<file path="config.mk">
export PLATFORM = sky130hd
export DESIGN_NAME = exec_core
export DESIGN_NICKNAME = d
export VERILOG_FILES = /design/src/rtl/exec_core_pkg.sv /design/src/rtl/alu_param.sv /design/src/rtl/exec_core.sv
export SDC_FILE = /design/constraint.sdc
export NUM_CORES = 1
export LEC_CHECK = 0
export ABC_AREA = 1
export ABC_CLOCK_PERIOD_IN_PS = 5100
export CAP_MARGIN = 20
export CORE_MARGIN = 10
export CORE_UTILIZATION = 59
export DETAILED_ROUTE_END_ITERATION = 6
export GPL_TIMING_DRIVEN = 0
export PLACE_DENSITY = 0.84
export SLEW_MARGIN = 20
export SYNTH_ARGS = -nofsm -noshare
export SYNTH_HDL_FRONTEND = slang
export SYNTH_SLANG_ARGS = --single-unit
</file>
<file path="constraint.sdc">
create_clock -name CLK -period 5.1 [get_ports CLK]
set_clock_uncertainty 0.1 [all_clocks]
set_input_delay 0.765 -clock CLK [delete_from_list [all_inputs] [get_ports CLK]]
set_output_delay 0.765 -clock CLK [all_outputs]
set_load 0.005 [all_outputs]
</file>
<file path="src/rtl/exec_core_pkg.sv">
// rtl/exec_core_pkg.sv - shared opcodes, FSM encodings and instruction field positions
// Contents: OP_* opcode constants, state_t FSM encoding, instruction field bit
// positions, idx_ok() register-index range check.
package exec_core_pkg;

    localparam logic [7:0] OP_LOADI = 8'd0;
    localparam logic [7:0] OP_MOV   = 8'd1;
    localparam logic [7:0] OP_ADD   = 8'd2;
    localparam logic [7:0] OP_SUB   = 8'd3;
    localparam logic [7:0] OP_AND   = 8'd4;
    localparam logic [7:0] OP_OR    = 8'd5;

    localparam int OP_HI  = 31;
    localparam int OP_LO  = 24;
    localparam int RD_HI  = 23;
    localparam int RD_LO  = 16;
    localparam int RS2_HI = 15;
    localparam int RS2_LO = 8;
    localparam int RS1_HI = 7;
    localparam int RS1_LO = 0;

    typedef enum logic [1:0] {
        ST_IDLE   = 2'd0,
        ST_DECODE = 2'd1,
        ST_EXEC   = 2'd2,
        ST_WB     = 2'd3
    } state_t;

    // A register field is in range when no bit at or above the index width is set.
    function automatic logic idx_ok(input logic [7:0] field, input int unsigned aw);
        return (field >> aw) == 8'd0;
    endfunction

endpackage

</file>
<file path="src/rtl/alu_param.sv">
// rtl/alu_param.sv - combinational ALU for the execution core
// Ports: op (opcode), a/b (operands), y (result), carry (add carry-out / sub borrow).
// Unknown opcodes produce y=0, carry=0.
module alu_param
    import exec_core_pkg::*;
#(
    parameter int DATA_W = 8
) (
    input  logic [7:0]        op,
    input  logic [DATA_W-1:0] a,
    input  logic [DATA_W-1:0] b,
    output logic [DATA_W-1:0] y,
    output logic              carry
);

    always_comb begin
        y     = '0;
        carry = 1'b0;
        case (op)
            OP_LOADI: y = b;
            OP_MOV:   y = a;
            OP_ADD:   {carry, y} = {1'b0, a} + {1'b0, b};
            OP_SUB: begin
                y     = a - b;
                carry = (a < b);
            end
            OP_AND:   y = a & b;
            OP_OR:    y = a | b;
            default: begin
                y     = '0;
                carry = 1'b0;
            end
        endcase
    end

endmodule

</file>
<file path="src/rtl/exec_core.sv">
// rtl/exec_core.sv - multi-cycle execution core: register file, ALU, 4-state sequencer
// Ports: CLK, RESET (async, active-high); instr/instr_valid/instr_ready accept handshake;
// result/result_valid and illegal pulse in WB; busy while not IDLE.
// Optional: EXEC_CORE_FLAGS_EN adds flag_z/flag_c, updated by legal add/sub.
module exec_core
    import exec_core_pkg::*;
#(
    parameter int DATA_W   = 8,
    parameter int NUM_REGS = 8
) (
    input  logic              CLK,
    input  logic              RESET,
    input  logic [31:0]       instr,
    input  logic              instr_valid,
    output logic              instr_ready,
    output logic [DATA_W-1:0] result,
    output logic              result_valid,
    output logic              illegal,
    output logic              busy
`ifdef EXEC_CORE_FLAGS_EN
    ,
    output logic              flag_z,
    output logic              flag_c
`endif
);

    localparam int AW = $clog2(NUM_REGS);

    state_t state, state_n;

    logic [7:0]        op_q, rd_q, rs2_q, rs1_q;
    logic [DATA_W-1:0] rf [NUM_REGS];
    logic [DATA_W-1:0] a_q, b_q;
    logic [DATA_W-1:0] alu_y;
    logic              alu_carry;
    logic              ill_q;
    logic              bad;
    logic [DATA_W-1:0] imm_sext;

    // ---------------- sequencer ----------------
    always_ff @(posedge CLK or posedge RESET) begin
        if (RESET) state <= ST_IDLE;
        else       state <= state_n;
    end

    always_comb begin
        state_n      = state;
        instr_ready  = 1'b0;
        busy         = 1'b1;
        result_valid = 1'b0;
        illegal      = 1'b0;
        case (state)
            ST_IDLE: begin
                instr_ready = 1'b1;
                busy        = 1'b0;
                if (instr_valid) state_n = ST_DECODE;
            end
            ST_DECODE: state_n = ST_EXEC;
            ST_EXEC:   state_n = ST_WB;
            ST_WB: begin
                result_valid = ~ill_q;
                illegal      = ill_q;
                state_n      = ST_IDLE;
            end
            default:   state_n = ST_IDLE;
        endcase
    end

    // ---------------- decode ----------------
    // rs1 is only a register for mov..or, rs2 only for add..or.
    always_comb begin
        bad = 1'b0;
        if (op_q > OP_OR)
            bad = 1'b1;
        else if (!idx_ok(rd_q, AW))
            bad = 1'b1;
        else if (op_q != OP_LOADI && !idx_ok(rs1_q, AW))
            bad = 1'b1;
        else if (op_q >= OP_ADD && !idx_ok(rs2_q, AW))
            bad = 1'b1;
    end

    assign imm_sext = DATA_W'($signed(rs1_q));

    // ---------------- datapath ----------------
    always_ff @(posedge CLK or posedge RESET) begin
        if (RESET) begin
            op_q   <= '0;
            rd_q   <= '0;
            rs2_q  <= '0;
            rs1_q  <= '0;
            a_q    <= '0;
            b_q    <= '0;
            result <= '0;
            ill_q  <= 1'b0;
        end else begin
            case (state)
                ST_IDLE: if (instr_valid) begin
                    op_q  <= instr[OP_HI:OP_LO];
                    rd_q  <= instr[RD_HI:RD_LO];
                    rs2_q <= instr[RS2_HI:RS2_LO];
                    rs1_q <= instr[RS1_HI:RS1_LO];
                end
                // Operands are captured here, so rd aliasing rs1/rs2 sees the old value.
                ST_DECODE: begin
                    a_q <= rf[rs1_q[AW-1:0]];
                    b_q <= (op_q == OP_LOADI) ? imm_sext : rf[rs2_q[AW-1:0]];
                end
                ST_EXEC: begin
                    result <= bad ? '0 : alu_y;
                    ill_q  <= bad;
                end
                default: ;
            endcase
        end
    end

    always_ff @(posedge CLK or posedge RESET) begin
        if (RESET) begin
            for (int i = 0; i < NUM_REGS; i++) rf[i] <= '0;
        end else if (state == ST_WB && !ill_q) begin
            rf[rd_q[AW-1:0]] <= result;
        end
    end

    alu_param #(.DATA_W(DATA_W)) u_alu (
        .op    (op_q),
        .a     (a_q),
        .b     (b_q),
        .y     (alu_y),
        .carry (alu_carry)
    );

`ifdef EXEC_CORE_FLAGS_EN
    logic carry_q;

    always_ff @(posedge CLK or posedge RESET) begin
        if (RESET) begin
            carry_q <= 1'b0;
            flag_z  <= 1'b0;
            flag_c  <= 1'b0;
        end else begin
            if (state == ST_EXEC) carry_q <= alu_carry;
            if (state == ST_WB && !ill_q && (op_q == OP_ADD || op_q == OP_SUB)) begin
                flag_z <= (result == '0);
                flag_c <= carry_q;
            end
        end
    end
`else
    logic unused_carry;
    assign unused_carry = alu_carry;
`endif

endmodule

</file>
======== After elaboration in Yosys (flattened, before gate mapping) ========
Cells that the tools add are included.
W data, S select, Z words.
operators by class
  multipliers ............................. 0
  bitwise operators ....................... 6
  divide/modulo/power cells ............... 0
  $add $sub $neg .......................... 2
  equal/unequal tests ..................... 9
  shift operators ......................... 0
  muxes and demuxes ....................... 22
  $lt $le $gt $ge ......................... 6
  reductions and logical operators ........ 14
operators with widths
  operator              count
  $bwmux W64            1
  $mux W8               7
  $bmux W8 S3           2
  $pmux W8 S6           1
  $logic_not A8 Y1      4
  $demux W8 S3          1
  $eq A8 B2 Y1 const B  2
  $eq A8 B3 Y1 const B  2
  $ge A4 B4 Y1 const B  3
  $not A3 Y4            3
  $add A8 B8 Y8         1
  $and A8 B8 Y8         1
  $eq A8 B1 Y1 const B  1
  $ge A8 B2 Y1 const B  1
  $gt A8 B3 Y1 const B  1
  $mux W1               8
  $or A8 B8 Y8          1
  $pmux W2 S4           1
  $reduce_bool A8 Y1    1
  $sub A8 B8 Y8         1
  $eq A2 B2 Y1 const B  2
  $logic_and A1 B1 Y1   4
  $lt A4 B1 Y1 const B  1
  $logic_not A1 Y1      3
  other kinds (6)       6
word-level totals
  memories ................................ 0
  memory bits (writable) .................. 0
  bits in registers ....................... 123
  bits of input ports ..................... 35
  latch bits .............................. 0
  output and inout port bits .............. 12
  ROM bits ................................ 0

======== Longest topological paths before layout ========
  depth in word-level cells ............... 8
  gate-level depth with buffers ........... 19

======== Cells and area by module ========
A second synthesis with hierarchy kept.
unflattened totals
  cells, all modules ...................... 987
  area total of the unflattened synthesis .. 7448.4 µm²
modules (own cells, without submodules)
  module     area an instance (µm²)  cells each  times used
  exec_core  6037.0                  741         1
  alu_param  1411.4                  246         1

======== Worst setup path before layout ========
Ideal clock, no wire load.
  kind .................................... register to register
  start ................................... register op_q[4]
  end ..................................... register result[4]
  required time ........................... 4.884 ns
  stages on the path, launching flop included .. 16
  arrival time ............................ 2.139 ns
  setup slack ............................. 2.745 ns
  path through ............................ dfrtp_1 > nor2_2 > nand2_2 > nor2_1 > nand2_1 > inv_1 > nor2_1 > xor2_1 > ha_1 > a21oi_1 > nand2_1 > or2_2 > nand3_1 > nand3_1 > nand2_1 > nand2_1
on the way
  word-level cells in the longest chain between the ends .. 7
  elaborated cells on any way between the ends .. 17
  those cells by class .................... order compare: 2; eq/ne: 5; mux: 6; reduce/logical: 4
RTL lines
  what                      line              RTL
  start: declaration        exec_core.sv:31   logic [7:0] op_q, rd_q, rs2_q, rs1_q;
  start signal: assignment  exec_core.sv:99   op_q <= instr[OP_HI:OP_LO];
  $ge A8 B2 Y1              exec_core.sv:79   else if (op_q >= OP_ADD && !idx_ok(rs2_q, AW))
  $logic_and A1 B1 Y1       exec_core.sv:79
  $mux W1                   exec_core.sv:79
  $mux W1                   exec_core.sv:77   else if (op_q != OP_LOADI && !idx_ok(rs1_q, AW))
  $mux W1                   exec_core.sv:75   else if (!idx_ok(rd_q, AW))
  $mux W1                   exec_core.sv:73   if (op_q > OP_OR)
  $mux W8 *                 exec_core.sv:110  result <= bad ? '0 : alu_y;
  end signal: assignment    exec_core.sv:110
  end: declaration          exec_core.sv:16   output logic [DATA_W-1:0] result,
Every way passes the cells marked *; elsewhere a longest branch is shown, timed or not.
A chain may end at the register's enable or synchronous reset.

======== Final worst setup path ========
  start ................................... register op_q[4]
  end ..................................... register result[7]
The elaborated chain is that of the path after synthesis.

==> results.sh <==
export IMPL_fin_nets=961
export IMPL_stdcell_area_sq_um=7980
export IMPL_avgViaCountPerCell=6.00
export IMPL_path_max_fanout=6
export IMPL_r2r_end="result[7]"
export IMPL_tightest_slew_ns=0.660
export IMPL_syn_to_final_growth_pct=19.5
export IMPL_grt_pass1_vias=6053
export IMPL_multi_input_area_sq_um=3040
export IMPL_synthDistinctLibCells=37
export IMPL_dp_cells=1032
export IMPL_final_cell_mix="nand2_1 (174), o21ai_0 (143), dfrtp_1 (123)"
export IMPL_post_cts_buffers=0
export IMPL_numCtsBuffers=17
export IMPL_diodes=0
export IMPL_cp_num_buf_inv=3
export IMPL_fin_ws_ns=2.17
export IMPL_syn_area_sq_um=6670
export IMPL_crit_slowest_cell="dfrtp_1"
export IMPL_clockBufferDepth=2
export IMPL_ant_nets=0
export IMPL_setup_viol=0
export IMPL_io_pins=47
export IMPL_register_area_sq_um=3080
export IMPL_drc=0
export IMPL_cp_start_kind="flip-flop"
export IMPL_crit_path_end="result[7]"
export IMPL_path_clk_slew_ns=0.06
export IMPL_wl_per_cell_um=19.7
export IMPL_place_ws_ns=2.29
export IMPL_fin_crit_ns=2.93
export IMPL_place_congestion=1.03
export IMPL_dieArea_sq_um=16000
export IMPL_drv_slew=0
export IMPL_antenna_found_initial=0
export IMPL_holdWs_ns=0.392
export IMPL_drive_gt1_share_pct=9.20
export IMPL_cts_htree_levels=4
export IMPL_max_stage_delay_ns=0.39
export IMPL_io_buffers=46
export IMPL_worstPathArrival_ns=3.19
export IMPL_relSlewSlack_pct=55.9
export IMPL_core_area_sq_um=10900
export IMPL_r2r_cells=18
export IMPL_worstSetupPathDepth=18
export IMPL_r2r_slack_ns=2.17
export IMPL_cp_cell_sequence="nor2_2 -> nand2_2 -> nor2_1 -> nand2_1 -> inv_1 -> nor2_1 -> a21oi_1 -> inv_1 -> ha_1 -> nand3_1 -> nand3_1 -> a21oi_1 -> inv_1 -> nand2_1 -> nand3_1 -> nand2_1 -> nand2_1 -> nand2_1"
export IMPL_cts_tree="yes"
export IMPL_cts_num_sinks=123
export IMPL_hold_viol=0
export IMPL_syn_nets=895
export IMPL_power_density_nw_per_um2=591
export IMPL_rows=38
export IMPL_insertion_delay_ns=0.43
export IMPL_ir_drop_v=0.000426
export IMPL_routed_wl_um=20900
export IMPL_grt_ovfl_total=0
export IMPL_cp_end_kind="flip-flop"
export IMPL_cts_resized_gates=0
export IMPL_synthCells=845
export IMPL_max_clock_freq_mhz=342
export IMPL_layout_cells_non_filler=1064
export IMPL_cp_startpoint="op_q[4]"
export IMPL_drv_cap=0
export IMPL_firstDrtPassIters=5
export IMPL_clock_root_buffer="clkbuf_16"
export IMPL_leakage_uw=0.00359
export IMPL_crit_type="reg2reg"
export IMPL_crit_top_cell="nand2_1"
export IMPL_die_x_um=126
export IMPL_dp_final_hpwl_um=14800
export IMPL_grt_max_degree=71
export IMPL_yosys_warnings=0
export IMPL_reg2reg_from="op_q[4]"
export IMPL_hold_class="reg2reg"
export IMPL_postLayoutCoreUtil_pct=72.9
export IMPL_grt_pass1_wl_um=32700
export IMPL_rsz0062_at_grt="no"
export IMPL_yosysSeqAreaShare_pct=46.1
export IMPL_status="finished clean"
export IMPL_fin_crit_sh_pct=57.4
export IMPL_dr_total_vias=6380
export IMPL_cpLargestDelayFamily="simple AND/OR/NAND/NOR gates"
export IMPL_post_dp_cell_area_sq_um=7340
export IMPL_die_h_um=126
export IMPL_initial_utilization_pct=61.0
export IMPL_required_ns=5.36
export IMPL_grt_use_total_pct=26.1
export IMPL_ys_seq_elements=123
export IMPL_final_fill_count=808
export IMPL_final_common_cell="nand2_1"
export IMPL_ctsHoldBuffers=0
export IMPL_drt_iter0_drc=777
export IMPL_synth_avg_cell_area_sq_um=7.90
[power by group]
group          switching, uW  total (uW)  internal, uW
clock network            467        1300           832
logic                   1360        2090           730
registers                155        1330          1170
[registers in the layout, summed over array words and instances, names as in the netlist]
register	count
rf	64
op_q	8
imm_sext	8
b_q	8
ill_q	1
result	8
rs2_q	8
state	2
rd_q	8
a_q	8
[layer usage]
metal / wire length [um] / global-route usage [%] / up-vias
met5: 0 / 0 / -
met4: 990 / 14.9 / 0
met3: 2010 / 7.16 / 70
met2: 9360 / 38.3 / 348
met1: 8550 / 34.1 / 3015
li1: - / - / 2947
[worst min-delay path by stage]
stage                     depth (start not counted)  startpoint  slack (ns)      to
after floorplan                                   2      rf[48]        0.35  rf[48]
after global placement                            2      rf[54]        0.37  rf[54]
after detailed placement                          2      rf[49]        0.38  rf[49]
after CTS                                         2      rf[49]        0.39  rf[49]
after global routing                              2      rf[50]        0.42  rf[50]
final                                             2      rf[51]        0.39  rf[51]
[per-stage QoR]
stage | power, uW | TNS (ns)
6_report | 4710 | 0
5_1_grt | 5010 | 0
4_1_cts | 4650 | 0
3_5_place_dp | 3330 | 0
3_3_place_gp | 3280 | -81.55
2_1_floorplan | 2780 | 0
[cells in the mapped netlist]
cell type	number	area, sq um
inv_2	8	30.0
a21oi_1	74	370
nand2_2	1	6.26
clkbuf_1	27	101
nand4_1	4	25.0
o21ai_2	1	8.76
nor3_4	4	65.1
o21ai_1	16	80.1
o22ai_1	9	56.3
nor2_2	2	12.5
o31ai_1	1	7.51
nor2_8	1	20.0
clkinv_1	2	7.51
nor2_1	48	180
dfrtp_1	123	3080
nand3_4	1	17.5
nor3_1	2	10.0
buf_6	1	11.3
a31oi_1	1	6.26
o21ai_0	143	716
o221ai_1	5	43.8
nand3_1	34	170
nand2_4	1	11.3
o211ai_1	14	105
nor2_4	1	11.3
or2_2	2	12.5
nand2_1	174	653
nor3_2	1	10.0
inv_1	93	349
nor4_1	2	12.5
mux2_2	16	180
a22oi_1	1	7.51
xor2_1	5	43.8
buf_2	11	55.1
buf_1	1	3.75
fa_1	1	20.0
ha_1	14	175
[final cells by class]
type                    count  share of cell area, %
flip-flops and latches    123                   38.6
clock inverters            14                   2.43
inverters                 103                   4.91
repair buffers             47                   6.12
multi-input cells         579                   38.1
well taps                 140                   2.20
clock buffers              18                   5.51
plain buffers              40                   2.15
[worst reg2reg max path: stages, from the launching register on]
cell	delay, ns
dfrtp_1	0.39
nor2_2	0.17
nand2_2	0.14
nor2_1	0.12
nand2_1	0.13
inv_1	0.17
nor2_1	0.05
a21oi_1	0.25
inv_1	0.08
ha_1	0.29
nand3_1	0.12
nand3_1	0.15
a21oi_1	0.25
inv_1	0.07
nand2_1	0.07
nand3_1	0.07
nand2_1	0.12
nand2_1	0.05
nand2_1	0.05
[cells by family after synthesis]
kind of cell / count (synthesis) / synth area share, %
flops: 123 / 46.1
fa+ha+maj: 15 / 2.92
compound gates: 265 / 21.0
mux: 16 / 2.70
simple gates: 278 / 18.2
buf+inv: 143 / 8.36
xor+xnor: 5 / 0.656
Power figures use the tool's default switching activity.
